[config.mk]
export PLATFORM = sky130hd
export DESIGN_NAME = serial_alu_param_flat
export DESIGN_NICKNAME = d
export VERILOG_FILES = /design/src/rtl/serial_alu_param_pkg.sv /design/src/rtl/serial_alu_param_if.sv /design/src/rtl/serial_alu_param_slice.sv /design/src/rtl/serial_alu_param.sv /design/src/flat_wrapper.sv
export SDC_FILE = /design/constraint.sdc
export NUM_CORES = 1
export LEC_CHECK = 0
export BUFFER_PORTS_ARGS = -buffer_cell sky130_fd_sc_hd__buf_2
export CAP_MARGIN = 30
export CORE_MARGIN = 2
export CORE_UTILIZATION = 58
export CTS_CLUSTER_DIAMETER = 150
export DETAILED_ROUTE_END_ITERATION = 6
export MAX_ROUTING_LAYER = met4
export PLACE_DENSITY = 0.86
export SKIP_LAST_GASP = 1
export SYNTH_ARGS = -nofsm -noshare
export SYNTH_HDL_FRONTEND = slang
export SYNTH_HIERARCHICAL = 1
export SYNTH_SLANG_ARGS = --single-unit
[constraint.sdc]
create_clock -name clk -period 5.15 [get_ports clk]
set_input_delay 1.03 -clock clk [delete_from_list [all_inputs] [get_ports clk]]
set_output_delay 1.03 -clock clk [all_outputs]
set_load 0.005 [all_outputs]
[src/rtl/serial_alu_param_pkg.sv]
// Shared opcode and FSM state definitions for the bit-serial ALU.
package serial_alu_pkg;

    localparam logic [2:0] OP_ADD   = 3'b000;
    localparam logic [2:0] OP_SUB   = 3'b001;
    localparam logic [2:0] OP_AND   = 3'b010;
    localparam logic [2:0] OP_OR    = 3'b011;
    localparam logic [2:0] OP_XOR   = 3'b100;
    localparam logic [2:0] OP_PASSA = 3'b101;

    typedef enum logic [1:0] {
        ST_IDLE = 2'd0,
        ST_RUN  = 2'd1,
        ST_DONE = 2'd2
    } state_t;

    // Only ADD/SUB produce meaningful carry/overflow flags.
    function automatic logic is_arith(logic [2:0] op);
        return (op == OP_ADD) || (op == OP_SUB);
    endfunction

endpackage

[src/rtl/serial_alu_param_if.sv]
// Request/response bundle between the operand source and the serial ALU.
interface serial_alu_if #(parameter int WIDTH = 8);
    logic             start;
    logic [WIDTH-1:0] A;
    logic [WIDTH-1:0] B;
    logic [2:0]       opcode;
    logic             ready;
    logic             busy;
    logic             done;
    logic [WIDTH-1:0] result;
    logic             zero;
    logic             carry;
    logic             overflow;
    logic             negative;

    modport master (
        output start, A, B, opcode,
        input  ready, busy, done, result, zero, carry, overflow, negative
    );

    modport slave (
        input  start, A, B, opcode,
        output ready, busy, done, result, zero, carry, overflow, negative
    );
endinterface

[src/rtl/serial_alu_param_slice.sv]
// Combinational 1-bit ALU slice; SUB inverts B here, the +1 comes in as cin.
module serial_alu_slice
    import serial_alu_pkg::*;
(
    input  logic       a,
    input  logic       b,
    input  logic       cin,
    input  logic [2:0] opcode,
    output logic       r,
    output logic       cout
);
    logic bx;

    always_comb begin
        bx   = (opcode == OP_SUB) ? ~b : b;
        r    = a;
        cout = 1'b0;
        case (opcode)
            OP_ADD, OP_SUB: begin
                r    = a ^ bx ^ cin;
                cout = (a & bx) | (cin & (a ^ bx));
            end
            OP_AND:  r = a & b;
            OP_OR:   r = a | b;
            OP_XOR:  r = a ^ b;
            default: r = a;
        endcase
    end
endmodule

[src/rtl/serial_alu_param.sv]
// Bit-serial ALU: latches operands on start, processes one bit per clock LSB-first,
// publishes result and flags on the completion edge.
module serial_alu_param
    import serial_alu_pkg::*;
#(
    parameter int WIDTH = 8
) (
    input  logic         clk,
    input  logic         reset,
    serial_alu_if.slave  bus
);
    localparam int CNT_W = (WIDTH > 1) ? $clog2(WIDTH) : 1;

    state_t           state, state_nx;
    logic [CNT_W-1:0] cnt;
    logic [WIDTH-1:0] a_sh, b_sh;
    logic [2:0]       op_q;
    logic             cy_q;
    logic [WIDTH-1:0] result_q;
    logic             zero_q, carry_q, ovf_q, neg_q;
    logic             bit_r, bit_cout;
    logic             last, take;
    logic [WIDTH-1:0] final_res;

    assign last      = (cnt == CNT_W'(WIDTH - 1));
    assign take      = (state != ST_RUN) && bus.start;
    // a_sh doubles as the result accumulator: result bits enter at the MSB.
    assign final_res = {bit_r, a_sh[WIDTH-1:1]};

    serial_alu_slice u_slice (
        .a      (a_sh[0]),
        .b      (b_sh[0]),
        .cin    (cy_q),
        .opcode (op_q),
        .r      (bit_r),
        .cout   (bit_cout)
    );

    always_ff @(posedge clk or negedge reset) begin
        if (!reset) state <= ST_IDLE;
        else        state <= state_nx;
    end

    always_comb begin
        state_nx = state;
        case (state)
            ST_IDLE: if (bus.start) state_nx = ST_RUN;
            ST_RUN:  if (last)      state_nx = ST_DONE;
            ST_DONE: state_nx = bus.start ? ST_RUN : ST_IDLE;
            default: state_nx = ST_IDLE;
        endcase
    end

    always_ff @(posedge clk or negedge reset) begin
        if (!reset) begin
            cnt      <= '0;
            a_sh     <= '0;
            b_sh     <= '0;
            op_q     <= OP_ADD;
            cy_q     <= 1'b0;
            result_q <= '0;
            zero_q   <= 1'b0;
            carry_q  <= 1'b0;
            ovf_q    <= 1'b0;
            neg_q    <= 1'b0;
        end else if (take) begin
            a_sh <= bus.A;
            b_sh <= bus.B;
            op_q <= bus.opcode;
            cy_q <= (bus.opcode == OP_SUB);
            cnt  <= '0;
        end else if (state == ST_RUN) begin
            a_sh <= final_res;
            b_sh <= {1'b0, b_sh[WIDTH-1:1]};
            cy_q <= bit_cout;
            cnt  <= cnt + 1'b1;
            if (last) begin
                // cy_q here is the carry into the MSB, bit_cout the carry out.
                result_q <= final_res;
                zero_q   <= ~|final_res;
                neg_q    <= bit_r;
                carry_q  <= is_arith(op_q) & bit_cout;
                ovf_q    <= is_arith(op_q) & (cy_q ^ bit_cout);
            end
        end
    end

    assign bus.ready    = (state != ST_RUN);
    assign bus.busy     = (state == ST_RUN);
    assign bus.done     = (state == ST_DONE);
    assign bus.result   = result_q;
    assign bus.zero     = zero_q;
    assign bus.carry    = carry_q;
    assign bus.overflow = ovf_q;
    assign bus.negative = neg_q;
endmodule

[src/flat_wrapper.sv]
// flat-port wrapper written by rule: the top's interface ports become plain ports
module serial_alu_param_flat import serial_alu_pkg::*;
#(
    parameter int WIDTH = 8
)
  (clk, reset, bus_start, bus_A, bus_B, bus_opcode, bus_ready, bus_busy, bus_done, bus_result, bus_zero, bus_carry, bus_overflow, bus_negative);
  serial_alu_if #(.WIDTH(WIDTH)) bus_i ();
  input  logic clk;
  input  logic reset;
  input wire logic [$bits(bus_i.start)-1:0] bus_start;
  input wire logic [$bits(bus_i.A)-1:0] bus_A;
  input wire logic [$bits(bus_i.B)-1:0] bus_B;
  input wire logic [$bits(bus_i.opcode)-1:0] bus_opcode;
  output wire logic [$bits(bus_i.ready)-1:0] bus_ready;
  output wire logic [$bits(bus_i.busy)-1:0] bus_busy;
  output wire logic [$bits(bus_i.done)-1:0] bus_done;
  output wire logic [$bits(bus_i.result)-1:0] bus_result;
  output wire logic [$bits(bus_i.zero)-1:0] bus_zero;
  output wire logic [$bits(bus_i.carry)-1:0] bus_carry;
  output wire logic [$bits(bus_i.overflow)-1:0] bus_overflow;
  output wire logic [$bits(bus_i.negative)-1:0] bus_negative;
  assign bus_i.start = bus_start;
  assign bus_i.A = bus_A;
  assign bus_i.B = bus_B;
  assign bus_i.opcode = bus_opcode;
  assign bus_ready = bus_i.ready;
  assign bus_busy = bus_i.busy;
  assign bus_done = bus_i.done;
  assign bus_result = bus_i.result;
  assign bus_zero = bus_i.zero;
  assign bus_carry = bus_i.carry;
  assign bus_overflow = bus_i.overflow;
  assign bus_negative = bus_i.negative;
  serial_alu_param #(.WIDTH(WIDTH)) u_core (.clk(clk), .reset(reset), .bus(bus_i));
endmodule
# Word-level counts from Yosys, hierarchy flattened
# Cells that the tools add are included.
[classes]
n_addsub = 1
eq_ne = 11
n_mux = 15
n_bitwise = 13
reduce_logical = 10
[ops]
columns = ["op", "count"]
rows = [
  ["8-bit 2-to-1 mux", 4],
  ["8-bit OR reduction", 1],
  ["3-bit by 1-bit == test with 1-bit output, second input constant", 2],
  ["3-bit by 2-bit == test with 1-bit output, second input constant", 2],
  ["3-bit == test, second input constant", 2],
  ["3-bit 2-to-1 mux", 2],
  ["2-bit one-hot mux with 3 select lines", 1],
  ["1-bit AND", 5],
  ["1-bit 2-to-1 mux", 5],
  ["2-bit 2-to-1 mux", 2],
  ["2-bit by 1-bit != test with 1-bit output, second input constant", 2],
  ["1-bit one-hot mux with 4 select lines", 1],
  ["1-bit bitwise XOR", 4],
  ["3-bit by 1-bit adder with 3-bit output, second input constant", 1],
  ["3-bit logical NOT", 1],
  ["3-bit AND reduction", 1],
  ["2-bit by 1-bit == test with 1-bit output, second input constant", 1],
  ["2-bit == test, second input constant", 1],
  ["2-bit logical NOT", 1],
  ["2-bit != test, second input constant", 1],
  ["1-bit NOT", 2],
  ["1-bit OR", 2],
  ["2-bit AND reduction", 1],
  ["2-bit nonzero test", 1],
  ["4 further kinds", 4],
]
[word_totals]
ff_bits = 37
inputBits = 22
out_inout_bits = 15
elab_cells = 61

# Longest topological paths before layout
[depth]
ltp_word = 8
ltp_mapped = 10

# Cells and area by module
# Netlist, hierarchy kept.
[by_module_without_submodules]
columns = ["mod", "instances", "cells_each", "area_per_inst_um2", "seq_area_each_um2"]
rows = [
  ["serial_alu_param", 1, 137, 1625.3, 900.9],
  ["serial_alu_slice", 1, 18, 128.9, 0.0],
]

# Worst setup path before layout
# No wires, ideal clock.
[synth_path]
path_type = "flip-flop to output port"
start = "reg u_core.state[1]"
end = "out bus_busy"
arrival_time_ns = 0.902
t_required_ns = 4.120
slack_ns = 3.218
path_stages_with_launch = 5
cell_sequence = "dfrtp_1 > nand2b_2 > inv_1 > buf_6 > buf_12"
[synth_via]
elab_chain_cells = 1
[synth_rtl]
columns = ["element", "line_no", "rtl"]
rows = [
  ["start: declaration", "serial_alu_param.sv:14", "state_t state, state_nx;"],
  ["start signal: assignment", "serial_alu_param.sv:41", "else state <= state_nx;"],
  ["2-bit by 1-bit == test with 1-bit output", "serial_alu_param.sv:89", "assign bus.busy = (state == ST_RUN);"],
  ["end: declaration", "flat_wrapper.sv:15", "output wire logic [$bits(bus_i.busy)-1:0] bus_busy;"],
]
# Every way passes these cells.

# Worst setup path after layout
# Ends and elaborated chain as after synthesis.

==> impl_metrics.tcl <==
set metrics [dict create \
    status "finished clean" \
    grt_max_degree 39 \
    cts_tree "done" \
    antenna_left 0 \
    n_antenna_cell 0 \
    layout.nets 217 \
    arrival_ns 1.87 \
    fmax_mhz 345 \
    hp-class "register to register" \
    drc 0 \
    setup_viol 0 \
    design_area_mm2 0.00196 \
    nFillCells 214 \
    leakage_nw 1.01 \
    slew_violations 0 \
    routabilityCongestion 0.757 \
    dr_total_vias 1228 \
    powerDensity_mw_per_mm2 574 \
    drive_gt1_frac 0.304 \
    synthXorXnorAreaFrac 0.00999 \
    synth-simple-area-share 0.116 \
    synthAdderAreaFrac 0.0399 \
    synth.net_count 182 \
    insertion_delay_ns 0.33 \
    cts_root_buf "clkbuf_4" \
    grt_pass1_wl_um 5190 \
    htree_levels 2 \
    syn_area_mm2 0.00175 \
    area_growth_pct 12.0 \
    crit_slowest_cell "inv_1" \
    yosysSeqAreaShare 0.514 \
    hold_viol 0 \
    irDropWorstVdd_v 0.000253 \
    io_pins 37 \
    grt_pass1_vias 1139 \
    post_cts_resize_count 0 \
    drt-initial-drc-count 37 \
    cts_buffer_depth 2 \
    cts.clk_slew.worst_paths_ns 0.11 \
    cts_sinks 36 \
    synth_cell_types 31 \
    worst-path-buf-inv 2 \
    fin_setup_tns_ns 0 \
    placedCellCount 214 \
    path_delay_family "buffers and inverters" \
    timing.final.ws_setup_ns 2.25 \
    dieArea_mm2 0.00348 \
    cts_hold_buf 0 \
    stdcell_count 222 \
    cp_cell_sequence "nand2b_2, inv_1, buf_2" \
    die_w_um 59.0 \
    hpwl_um 2330 \
    crit_path_end_kind "primary output" \
    die_y_um 59.0 \
    grt_overflow 0 \
    first_pass_iters 4 \
    wirelength_um 3150 \
    muxShareOfSynthArea 0.174 \
    cp.required_ns 4.12 \
    antenna_found_initial 0 \
    cts_made_buffers 5 \
    cts_setup_buffers 0 \
    placed_cell_area_mm2 0.00189 \
    fin_crit_sh 0.563 \
    viasPerCell 5.53 \
    cap_violations 0 \
    finClkSkew_ns 0.0132 \
    max_stage_delay_ns 0.66 \
    rows 19 \
    rsz0062_at_grt "no" \
    tightestPinTransition_ns 0.883 \
    wl_per_cell_um 14.2 \
    port_buffers 36 \
    relSlewSlack 0.410 \
    path_max_fanout 38 \
    postSynthCellCount 155 \
    fin_util 0.700 \
    synth-compound-area-share 0.0835 \
    start_util 0.625 \
    synth_top_family_by_area "multiplexers" \
    coreArea_mm2 0.00281 \
    cp-start-kind "register" \
    crit_type "register to primary output" \
    synth.avg_cell_area_um2 11.3 \
    layout_min_cycle_time_ns 2.90 \
    yosys_warnings 6 \
    place_ws_ns 2.62 \
    ys_ff_latch 36 \
    track_usage 0.206 \
]
[cell families after synthesis]
| logic type | after synthesis |
|---|---|
| mux | 28 |
| flops | 36 |
| compound gates | 27 |
| xor+xnor | 2 |
| fa+ha+maj | 5 |
| simple gates | 42 |
| buf+inv | 15 |
[power by group]
group / total [mW] / switching [mW] / internal, mW
logic: 0.428 / 0.225 / 0.203
registers: 0.511 / 0.102 / 0.409
clock network: 0.189 / 0.0876 / 0.102
total: 1.13 / 0.414 / 0.714
[worst reg2reg max path: cells and delay by family, from the launching register on]
kind                       cells  cell delay, ns
DFF                            1            0.49
adders and majority gates      1            0.49
AOI/OAI and AO/OA              3            0.47
xor gates and xnor gates       1            0.28
and+or+nand+nor                5            0.54
[sequential cells by signal, indices dropped and copies added, names as in the netlist]
| signal | flops |
|---|---|
| u_core/a_sh | 8 |
| u_core/b_sh | 8 |
| u_core/bus.result | 8 |
| u_core/cnt | 3 |
| u_core/op_q | 3 |
| u_core/state | 2 |
| u_core/bus.carry | 1 |
| u_core/bus.overflow | 1 |
| u_core/bus.zero | 1 |
| u_core/cy_q | 1 |
[final timing paths]
check / startpoint / to / slack (ns) / cells after the start
max: u_core/state[1] / bus_busy / 2.25 / 3
min: u_core/bus.zero / u_core/bus.zero / 0.49 / 2
max reg2reg: u_core/op_q[2] / u_core/bus.zero / 2.79 / 10
min reg2reg: u_core/bus.zero / u_core/bus.zero / 0.49 / 2
max in group asynchronous: reset / u_core/b_sh[2] / 3.89 / 1
min in group asynchronous: reset / u_core/cnt[1] / 0.77 / 1
[synth_stat cells (all sizes together)]
cell type	instances	area share
a211oi	1	0.0043
a21o	1	0.0043
a21oi	1	0.0029
a31oi	1	0.0036
and2b	1	0.0050
buf	7	0.046
clkbuf	1	0.0029
dfrtp	36	0.51
fa	1	0.011
ha	4	0.029
inv	7	0.015
mux2	11	0.077
mux2i	17	0.097
nand2	29	0.062
nand2b	1	0.0050
nand3b	1	0.011
nor2	4	0.010
nor2b	1	0.0036
nor3	2	0.0057
nor4	2	0.0071
nor4bb	1	0.0057
o21ai	21	0.060
o22ai	1	0.0036
o32ai	1	0.0050
xnor2	1	0.0050
xor2	1	0.0050
[cell usage in the layout (no fill, tap or decap)]
master and count:
bufinv_16 1, a21o_1 1, mux2i_1 17, nor3_1 2, a211oi_1 1, nand2b_2 1, xor2_1 1, clkbuf_1 1
nor4bb_1 1, nor2_1 3, o21ai_0 21, nor4_1 2, inv_1 7, a21oi_1 1, nand2_1 29, clkinv_2 1
o32ai_1 1, ha_1 4, nor2_2 1, and2b_2 1, fa_1 1, o22ai_1 1, mux2_2 8, nor2b_1 1
dfrtp_1 36, clkbuf_4 5, nand3b_4 1, mux2_4 3, a31oi_1 1, xnor2_1 1, buf_2 36
[routing by layer]
| layer | vias to the layer above | share of wire | global-route usage |
|---|---|---|---|
| met5 | - | 0 | - |
| met4 | 0 | 0.010 | 0.0714 |
| met3 | 4 | 0.056 | 0.0480 |
| met2 | 50 | 0.50 | 0.325 |
| met1 | 576 | 0.43 | 0.261 |
| li1 | 598 | - | - |
[layout make-up]
| type | instances | area (um^2) | area share |
|---|---|---|---|
| multi-input cells | 104 | 742 | 0.378 |
| clock inverters | 2 | 35.0 | 0.0178 |
| repair buffers | 36 | 180 | 0.0917 |
| clock buffers | 6 | 41.3 | 0.0210 |
| well taps | 31 | 38.8 | 0.0197 |
| flip-flops and latches | 36 | 901 | 0.459 |
| inverters | 7 | 26.3 | 0.0134 |
[metrics by stage]
| step | hold slack, ns | total power [mW] |
|---|---|---|
| finish | 0.486 | 1.13 |
| global route | 0.516 | 1.22 |
| CTS | 0.493 | 1.13 |
| detailed placement | 0.466 | 0.940 |
| global placement | 0.457 | 0.902 |
| floorplan | 0.447 | 0.836 |
Note: power is estimated with default switching activity, not from simulation.
